$ cat src/rtl/alu_clz_pkg.sv
// Shared types and constants for the iterative CLZ/CLO functional unit.
package alu_clz_pkg;

  localparam int unsigned N_DEF       = 32;
  localparam int unsigned SLICE_W_DEF = 8;
  localparam int unsigned TAG_W_DEF   = 4;

  localparam int unsigned NSLICE = N_DEF / SLICE_W_DEF;
  localparam int unsigned CNT_W  = $clog2(N_DEF) + 1;

  localparam logic OP_CLZ = 1'b0;
  localparam logic OP_CLO = 1'b1;

  typedef enum logic [1:0] {
    IDLE,
    SCAN,
    DONE
  } clz_state_t;

endpackage

$ cat src/rtl/alu_logic_clz.sv
// Combinational count-leading-zeros over an N-bit word; y == N when the word is zero.
module alu_logic_clz #(
  parameter int unsigned N = 8
) (
  input  logic [N-1:0]      a,
  output logic [$clog2(N):0] y,
  output logic              all_zero
);

  localparam int unsigned YW = $clog2(N) + 1;

  // Scanning upward lets the highest set bit win.
  always_comb begin
    y = YW'(N);
    for (int unsigned i = 0; i < N; i++) begin
      if (a[i]) y = YW'(N - 1 - i);
    end
  end

  assign all_zero = ~|a;

endmodule

$ cat src/rtl/alu_clz_seq.sv
// Multi-cycle CLZ/CLO unit: scans the operand MSB-first one slice per cycle,
// stopping at the first non-empty slice.
module alu_clz_seq
  import alu_clz_pkg::*;
#(
  parameter int unsigned N       = N_DEF,
  parameter int unsigned SLICE_W = SLICE_W_DEF,
  parameter int unsigned TAG_W   = TAG_W_DEF
) (
  input  logic              clk,
  input  logic              rst_n,
  input  logic              flush,
  input  logic              in_valid,
  output logic              in_ready,
  input  logic              in_op,
  input  logic [N-1:0]      in_a,
  input  logic [TAG_W-1:0]  in_tag,
  output logic              out_valid,
  input  logic              out_ready,
  output logic [$clog2(N):0] out_count,
  output logic              out_all,
  output logic [TAG_W-1:0]  out_tag,
  output logic              busy
);

  localparam int unsigned NumSlice = N / SLICE_W;
  localparam int unsigned CntW     = $clog2(N) + 1;
  localparam int unsigned SCntW    = $clog2(SLICE_W) + 1;
  localparam int unsigned IdxW     = (NumSlice > 1) ? $clog2(NumSlice) : 1;

  clz_state_t         state_q;
  logic [N-1:0]       opr_q;
  logic [TAG_W-1:0]   tag_q;
  logic [IdxW-1:0]    idx_q;
  logic [CntW-1:0]    acc_q;

  logic [N-1:0]       opr_shift;
  logic [SLICE_W-1:0] slice;
  logic [SCntW-1:0]   slice_clz;
  logic               slice_zero;
  logic               accept;
  logic               last_slice;

  assign opr_shift  = opr_q << (idx_q * SLICE_W);
  assign slice      = opr_shift[N-1 -: SLICE_W];
  assign in_ready   = (state_q == IDLE) || ((state_q == DONE) && out_ready);
  assign accept     = in_valid && in_ready && !flush;
  assign last_slice = (idx_q == IdxW'(NumSlice - 1));

  alu_logic_clz #(
    .N (SLICE_W)
  ) u_slice_clz (
    .a        (slice),
    .y        (slice_clz),
    .all_zero (slice_zero)
  );

  always_ff @(posedge clk or negedge rst_n) begin
    if (!rst_n) begin
      state_q   <= IDLE;
      opr_q     <= '0;
      tag_q     <= '0;
      idx_q     <= '0;
      acc_q     <= '0;
      out_valid <= 1'b0;
      out_count <= '0;
      out_all   <= 1'b0;
      out_tag   <= '0;
      busy      <= 1'b0;
    end else if (flush) begin
      state_q   <= IDLE;
      out_valid <= 1'b0;
      busy      <= 1'b0;
    end else begin
      case (state_q)
        IDLE: ;
        SCAN: begin
          if (!slice_zero) begin
            out_count <= acc_q + CntW'(slice_clz);
            out_all   <= 1'b0;
            out_tag   <= tag_q;
            out_valid <= 1'b1;
            state_q   <= DONE;
          end else if (last_slice) begin
            out_count <= CntW'(N);
            out_all   <= 1'b1;
            out_tag   <= tag_q;
            out_valid <= 1'b1;
            state_q   <= DONE;
          end else begin
            acc_q <= acc_q + CntW'(SLICE_W);
            idx_q <= idx_q + 1'b1;
          end
        end
        DONE: begin
          if (out_ready) begin
            out_valid <= 1'b0;
            busy      <= 1'b0;
            state_q   <= IDLE;
          end
        end
        default: begin
          state_q <= IDLE;
          busy    <= 1'b0;
        end
      endcase
      // A new accept (IDLE, or DONE handing off) overrides the case above.
      if (accept) begin
        opr_q   <= (in_op == OP_CLO) ? ~in_a : in_a;
        tag_q   <= in_tag;
        idx_q   <= '0;
        acc_q   <= '0;
        busy    <= 1'b1;
        state_q <= SCAN;
      end
    end
  end

endmodule

$ cat config.mk
export PLATFORM = sky130hd
export DESIGN_NAME = alu_clz_seq
export DESIGN_NICKNAME = d
export VERILOG_FILES = /design/src/rtl/alu_clz_pkg.sv /design/src/rtl/alu_logic_clz.sv /design/src/rtl/alu_clz_seq.sv
export SDC_FILE = /design/constraint.sdc
export NUM_CORES = 1
export LEC_CHECK = 0
export ABC_AREA = 1
export CORE_ASPECT_RATIO = 0.5
export CORE_MARGIN = 2
export CORE_UTILIZATION = 35
export DETAILED_ROUTE_END_ITERATION = 10
export GPL_TIMING_DRIVEN = 0
export HOLD_SLACK_MARGIN = 0.05
export PLACE_DENSITY = 0.57
export SETUP_SLACK_MARGIN = 0.02
export SLEW_MARGIN = 20
export SYNTH_ARGS = -nofsm -noshare
export SYNTH_HDL_FRONTEND = slang
export SYNTH_SLANG_ARGS = --single-unit
$ cat constraint.sdc
create_clock -name clk -period 2.4 [get_ports clk]
set_clock_uncertainty 0.2 [all_clocks]
set_input_delay 0.6 -clock clk [delete_from_list [all_inputs] [get_ports clk]]
set_output_delay 0.6 -clock clk [all_outputs]
set_load 0.01 [all_outputs]
* Word level (Yosys, flattened, before mapping)
Cells that the tools add are included.
** Word-level totals
- Logic and storage cells :: 80
- Flip-flop bits (word level) :: 59
- Bits of input ports :: 42
** Operators by class
- Add/sub/neg operators :: 3
- Equal/unequal tests :: 11
- Bitwise gates (word level) :: 2
- Reduce and logical (&&, ||, !) cells :: 17
- Muxes and demuxes :: 36
- Shifts and indexed selects :: 1
** Operator list (count)
- two-way mux 4 bit :: 10
- two-way mux 6 bit :: 6
- two-way mux 32 bit :: 1
- NOT 32 bit :: 1
- << shifter 32 x 5 -> 32 bit :: 1
- two-way mux 2 bit :: 9
- AND reduction 3 bit :: 3
- inequality test 4 bit, second input constant :: 2
- OR reduction 8 bit :: 1
- two-way mux 1 bit :: 7
- adder 6 x 4 -> 6 bit :: 1
- adder 6 x 4 -> 6 bit, second input constant :: 1
- inequality test 3 bit, second input constant :: 2
- one-hot mux 2 bit (3 select lines) :: 1
- inequality test 5 bit, second input constant :: 1
- == test 2 bit, second input constant :: 2
- inequality test 2 bit, second input constant :: 2
- one-hot mux 1 bit (2 select lines) :: 2
- AND reduction 2 bit :: 2
- AND reduction 4 bit :: 1
- nonzero test 2 bit :: 2
- logical AND 1 bit :: 3
- inequality test 3 x 1 -> 1 bit, second input constant :: 1
- nonzero test 3 bit :: 1
- 7 further kinds :: 7

* Depth between registers and ports, before layout
- Depth after elaboration :: 11
- Mapped depth :: 18

* Hierarchy
A second synthesis with hierarchy kept.
** Unflattened totals
- Cells, all modules :: 331
- Area total of the unflattened synthesis :: 3090.5 µm²
** By module, submodules not included
- alu_clz_seq :: seq. area each 1401.3 µm², area an instance 2989.1 µm², cells an instance 309, instances 1
- alu_logic_clz :: seq. area each 0.0 µm², area an instance 101.3 µm², cells an instance 22, instances 1

* Least setup slack after synthesis
OpenSTA, ideal clock, no wires.
- Kind :: register -> register
- Start point :: register idx_q[0]
- End point :: register out_count[5]
- Library setup time :: 0.130 ns
- Path slack :: 0.374 ns
- Stages on the path, launching flop included :: 15
- Required time :: 2.070 ns
- Data arrival time :: 1.696 ns
- Cell sequence :: dfrtp_1 > buf_6 > buf_2 > nand2_1 > nand3_2 > nand2_2 > nand2_2 > nor2_2 > nand2_2 > inv_2 > ha_1 > nand2_1 > xnor2_1 > nor2_1 > o21ai_0
** Between the ends
- Longest elaborated chain between the ends :: 11
- Elaborated cells between the ends (all ways) :: 15
- Classes of those cells :: add/sub: 1; eq/ne: 1; shift: 1; mux: 9; reduce/logical: 3
** Ends and longest elaborated chain
- start: declaration :: line alu_clz_seq.sv:34 : logic [IdxW-1:0] idx_q;
- start signal: assignment :: line alu_clz_seq.sv:92 : idx_q <= idx_q + 1'b1;
- << shifter 32 x 5 -> 32 bit :: line alu_clz_seq.sv:44 : assign opr_shift = opr_q << (idx_q * SLICE_W);
- two-way mux 4 bit (8 in series) :: line alu_logic_clz.sv:16 : if (a[i]) y = YW'(N - 1 - i);
- adder 6 x 4 -> 6 bit :: line alu_clz_seq.sv:79 : out_count <= acc_q + CntW'(slice_clz);
- two-way mux 6 bit :: line alu_clz_seq.sv:78 : if (!slice_zero) begin
- end signal: assignment :: line alu_clz_seq.sv:79
- end signal: assignment :: line alu_clz_seq.sv:85 : out_count <= CntW'(N);
- end: declaration :: line alu_clz_seq.sv:20 : output logic [$clog2(N):0] out_count,
Parallel ways exist; a longest one is shown, timed or not.
A chain may end at the register's enable or synchronous reset.

* Final worst setup path
Ends and elaborated chain as after synthesis.

==> flow_results.org <==
** Status
- Status :: complete, no violations

** GRT
- Initial antenna violation count :: 0
- Congestion Overflow GR :: 0
- First-pass GRT wire length :: 11,300 um
- Met2 capacity usage during global routing :: 0.274
- For this run, the total global-route usage over all layers was measured as 0.160.
- The global routing stage identified its most utilized layer as met2.
- Met3 Resource Use GR :: 0.0341
- The number of global-route vias before repair came to around 2,400.
- Met1 global-route usage :: 0.208
- Entering global routing, the biggest net connects 57 pins.

** Worst setup path
- The signal on the critical path passes through buf_6 > inv_4 > buf_6 > nand2_1 > nand3_1 > nand2_2 > nand2_2 > nor2_4 > nand2_4 > inv_2 > ha_1 > nand2_1 > xnor2_1 > nor2_1 > o21ai_0.
- Cell with the biggest individual delay on the critical path :: sky130_fd_sc_hd__dfrtp_1
- Capture instance of the worst register-to-register path :: out_count[5]$_DFFE_PN0P_
- The critical path is of the reg2reg type.
- Setup crit start kind :: flop
- Measured in cells, the most critical reg-to-reg path has a length of 15.
- Critical path required time :: between 2 and 2.5 ns
- Of all nets on the critical path, the largest fanout is 10.
- Setup slack on the worst flop-to-flop path :: 0.11 ns
- The worst register-to-register path begins at idx_q[0]$_DFFE_PN0P_.
- Largest stage delay, worst path :: 0.37 ns
- Data on the critical path arrives at its endpoint at 2.27 ns.
- Crit. End Element :: flop

** CTS
- Counting along the longest clock path gives a buffer depth of 2.
- Quantity of hold-fixing buffers added after cts :: 0
- TritonCTS built the clock tree.
- Clock tree synthesis selected as its root buffer the cell sky130_fd_sc_hd__clkbuf_16.
- Htree depth :: 2
- The clock net in this run drives a total of 56 sinks.
- Clock tree synthesis inserted a total of 5 buffers.
- Clock latency on the worst-skew pair, taken at its later pin, is ~0.30 ns.
- Clock edge transition at the registers on the reported setup and hold paths :: 0.07 ns

** Place
- Detailed placement HPWL :: 4930 um
- Routability-driven placement finished with a final weighted congestion of just over 0.9.
- The count of buffers added on input and output ports is 54.
- At the placement stage, the worst setup path has a slack of -0.327 ns.

** Synth
- By instance count, the leading cell after synthesis is sky130_fd_sc_hd__nand2_1.
- After synthesis, the share of flip-flops with an asynchronous set or reset is 1.00.
- Gate count after technology mapping :: 355
- Commonest cells post-synth :: sky130_fd_sc_hd__nand2_1 (129), sky130_fd_sc_hd__dfrtp_1 (56), sky130_fd_sc_hd__o21ai_0 (40)
- Top flip-flop cell by instance count after synthesis :: sky130_fd_sc_hd__dfrtp_1
- Number of flops mapped to enable cells by yosys :: 0
- Synth warn :: 0
- After synthesis the netlist holds a flip-flop and latch count of between 50 and 60.
- Net count after synthesis :: between 400 and 500
- Of the post-synthesis cell area, the dominant cell type holds 0.483.
- A synthesized cell averages ~8.2 um^2.
- Summing every instance area after synthesis gives between 2000 and 3000 um^2.
- Cell types with the largest area share after synthesis :: sky130_fd_sc_hd__dfrtp_1 (48%), sky130_fd_sc_hd__nand2_1 (17%), sky130_fd_sc_hd__xnor2_1 (10%)
- Counting distinct cell types in the post-synthesis netlist gives 24.
- For this run, the register share of the synthesized area comes to 0.483.
- Top cell type by total area after synthesis :: sky130_fd_sc_hd__dfrtp_1

** Drt
- For this block, the via count after detailed routing is 2,451.
- The count of nets left with antenna violations once routing finished came out at 0.
- After detailed routing, the number of remaining DRC violations is 0.
- Using the TritonRoute via totals, the vias-per-cell ratio works out to around 4.6.
- After detailed routing, the total wire length is between 6000 and 7000 um.
- Post-detailed-route wirelength per cell :: between 10 and 15 um
- Number of detailed-routing iterations run before antenna repair :: 4
- After the first detailed-routing iteration, the DRC count stood at approximately 100.

** Timing
- Transition time at the pin with the least slew margin :: around 0.72 ns
- In the final timing run, aggregate negative setup slack is 0 ns.
- Count of pins over their slew limit :: 0
- Setup violations remaining at the end of the flow were counted as 0.
- Derived from the worst setup path, the maximum achievable clock frequency is roughly 440 MHz.
- The count of endpoints failing hold in the final timing report was 0.
- After layout, the worst setup slack is between 0.1 and 0.15 ns.
- Max-slew headroom :: 0.517
- Setup repair after global routing missed its margin :: true
- Period Utilization, post-route :: 0.956
- After layout, the minimum clock period comes to 2.29 ns.

** Worst hold path
- Worst hold path class :: in2async

** Cells and area
- Summing all multi-input logic gate instances after layout gives between 1000 and 1500 um^2.
- At the end of the flow, the number of nets in the layout was ~460.
- Area occupied by registers :: roughly 1400 um^2
- Number of antenna repair diodes :: 0
- From synthesis to final layout, the design area changed by 29.5%.
- In the final layout, the share of cells above drive strength 1 is 0.0837.
- After filler insertion, the fill cell instance count of the layout stands at ~760.

** Floorplan
- Chip Height :: just under 70 um
- Rows :: 23
- For this design the top-level I/O count stands at 56.
- DIE AREA :: approximately 9100 um^2
- The die is about 130 um wide.
- Core ar. :: roughly 8000 um^2
- Initial core utilization :: 0.361

** Pwr
- Total design power :: approximately 3.5 mW
- Dividing total power by cell area gives a power density of slightly above 900 nW/um^2.
- In this run the static leakage power is roughly 1.7 nW.
- The worst-case IR drop observed on VDD is approximately 430 uV.

** Job
- The tool flagged a number of max-cap violations equal to 0.
## power breakdown
part           switching, mW  leakage (nW)  internal [mW]
registers              0.156         0.704           1.19
logic                  0.787         0.974          0.622
clock network          0.340        0.0657          0.380
total                   1.28          1.74           2.19
## stage by stage
step | util | cell area [um^2] | std cells | hold slack [ns]
final | 0.468 | 3750 | 530 | 0.149
after global routing | 0.468 | 3750 | 530 | 0.217
after CTS | 0.463 | 3720 | 528 | 0.182
after detailed placement | 0.446 | 3580 | 521 | 0.261
after global placement | 0.446 | 3580 | 521 | 0.255
after floorplan | - | 2900 | 355 | 0.104
## critical path, delay by kind of cell (launching register included)
family / cells / cell delay (ns)
simple gates: 8 / 0.76
buf+inv: 4 / 0.43
flops: 1 / 0.37
fa+ha+maj: 1 / 0.16
xor+xnor: 1 / 0.14
compound gates: 1 / 0.10
## sequential cells by signal (all words and copies together) (netlist names)
name,flops
idx_q,2
opr_q,32
out_valid,1
busy,1
tag_q,4
out_all,1
out_count,6
acc_q,3
state_q,2
out_tag,4
## what timing repair did
item                       in CTS  in global routing
setup endpoints to repair       1                 26
setup buffers                   0                  2
pin swaps                       0                  2
resized for setup               3                 10
## cell families after synthesis
logic type	share of synthesized area
flops	0.483
xor+xnor	0.103
fa+ha+maj	0.0173
simple gates	0.252
other cells	0.00129
compound gates	0.0833
buf+inv	0.0600
## worst max path at each step
stage	cells past startpoint	from	endpoint	slack (ns)
final	15	idx_q[0]$_DFFE_PN0P_	out_count[5]$_DFFE_PN0P_	0.11
after global routing	15	idx_q[0]$_DFFE_PN0P_	out_count[5]$_DFFE_PN0P_	-0.06
after CTS	13	idx_q[1]$_DFFE_PN0P_	out_count[5]$_DFFE_PN0P_	0.03
after detailed placement	4	out_ready	in_ready	-0.33
after global placement	1	rst_n	out_all$_DFFE_PN0P_	-1.18
after floorplan	14	idx_q[0]$_DFFE_PN0P_	out_count[5]$_DFFE_PN0P_	0.37
## placed cells by master, fill, tap and decap left out, drive strengths merged
cell	Yosys	routed
a21oi	2	2
and3	1	1
buf	5	7
clkbuf	11	18
clkdlybuf4s50	0	52
clkinv	0	1
clkinvlp	0	1
conb	1	1
dfrtp	56	56
ha	4	4
inv	23	23
nand2	135	135
nand3	27	27
nor2	10	10
nor3	2	2
o21ai	44	44
xnor2	33	33
xor2	1	1
## metal layers
metal / wire (um) / vias to the layer above
li1: - / 1240
met1: 3280 / 1157
met2: 2990 / 47
met3: 287 / 7
met4: 75 / 0
met5: 0 / -
## final cells by class
cell class,instances,area share
multi-input cells,260,0.359
clock buffers,5,0.0333
well taps,112,0.0373
clock inverters,2,0.00333
repair buffers,56,0.146
plain buffers,16,0.0240
flip-flops and latches,56,0.373
inverters,23,0.0243
Note: power is estimated with default switching activity, not from simulation.
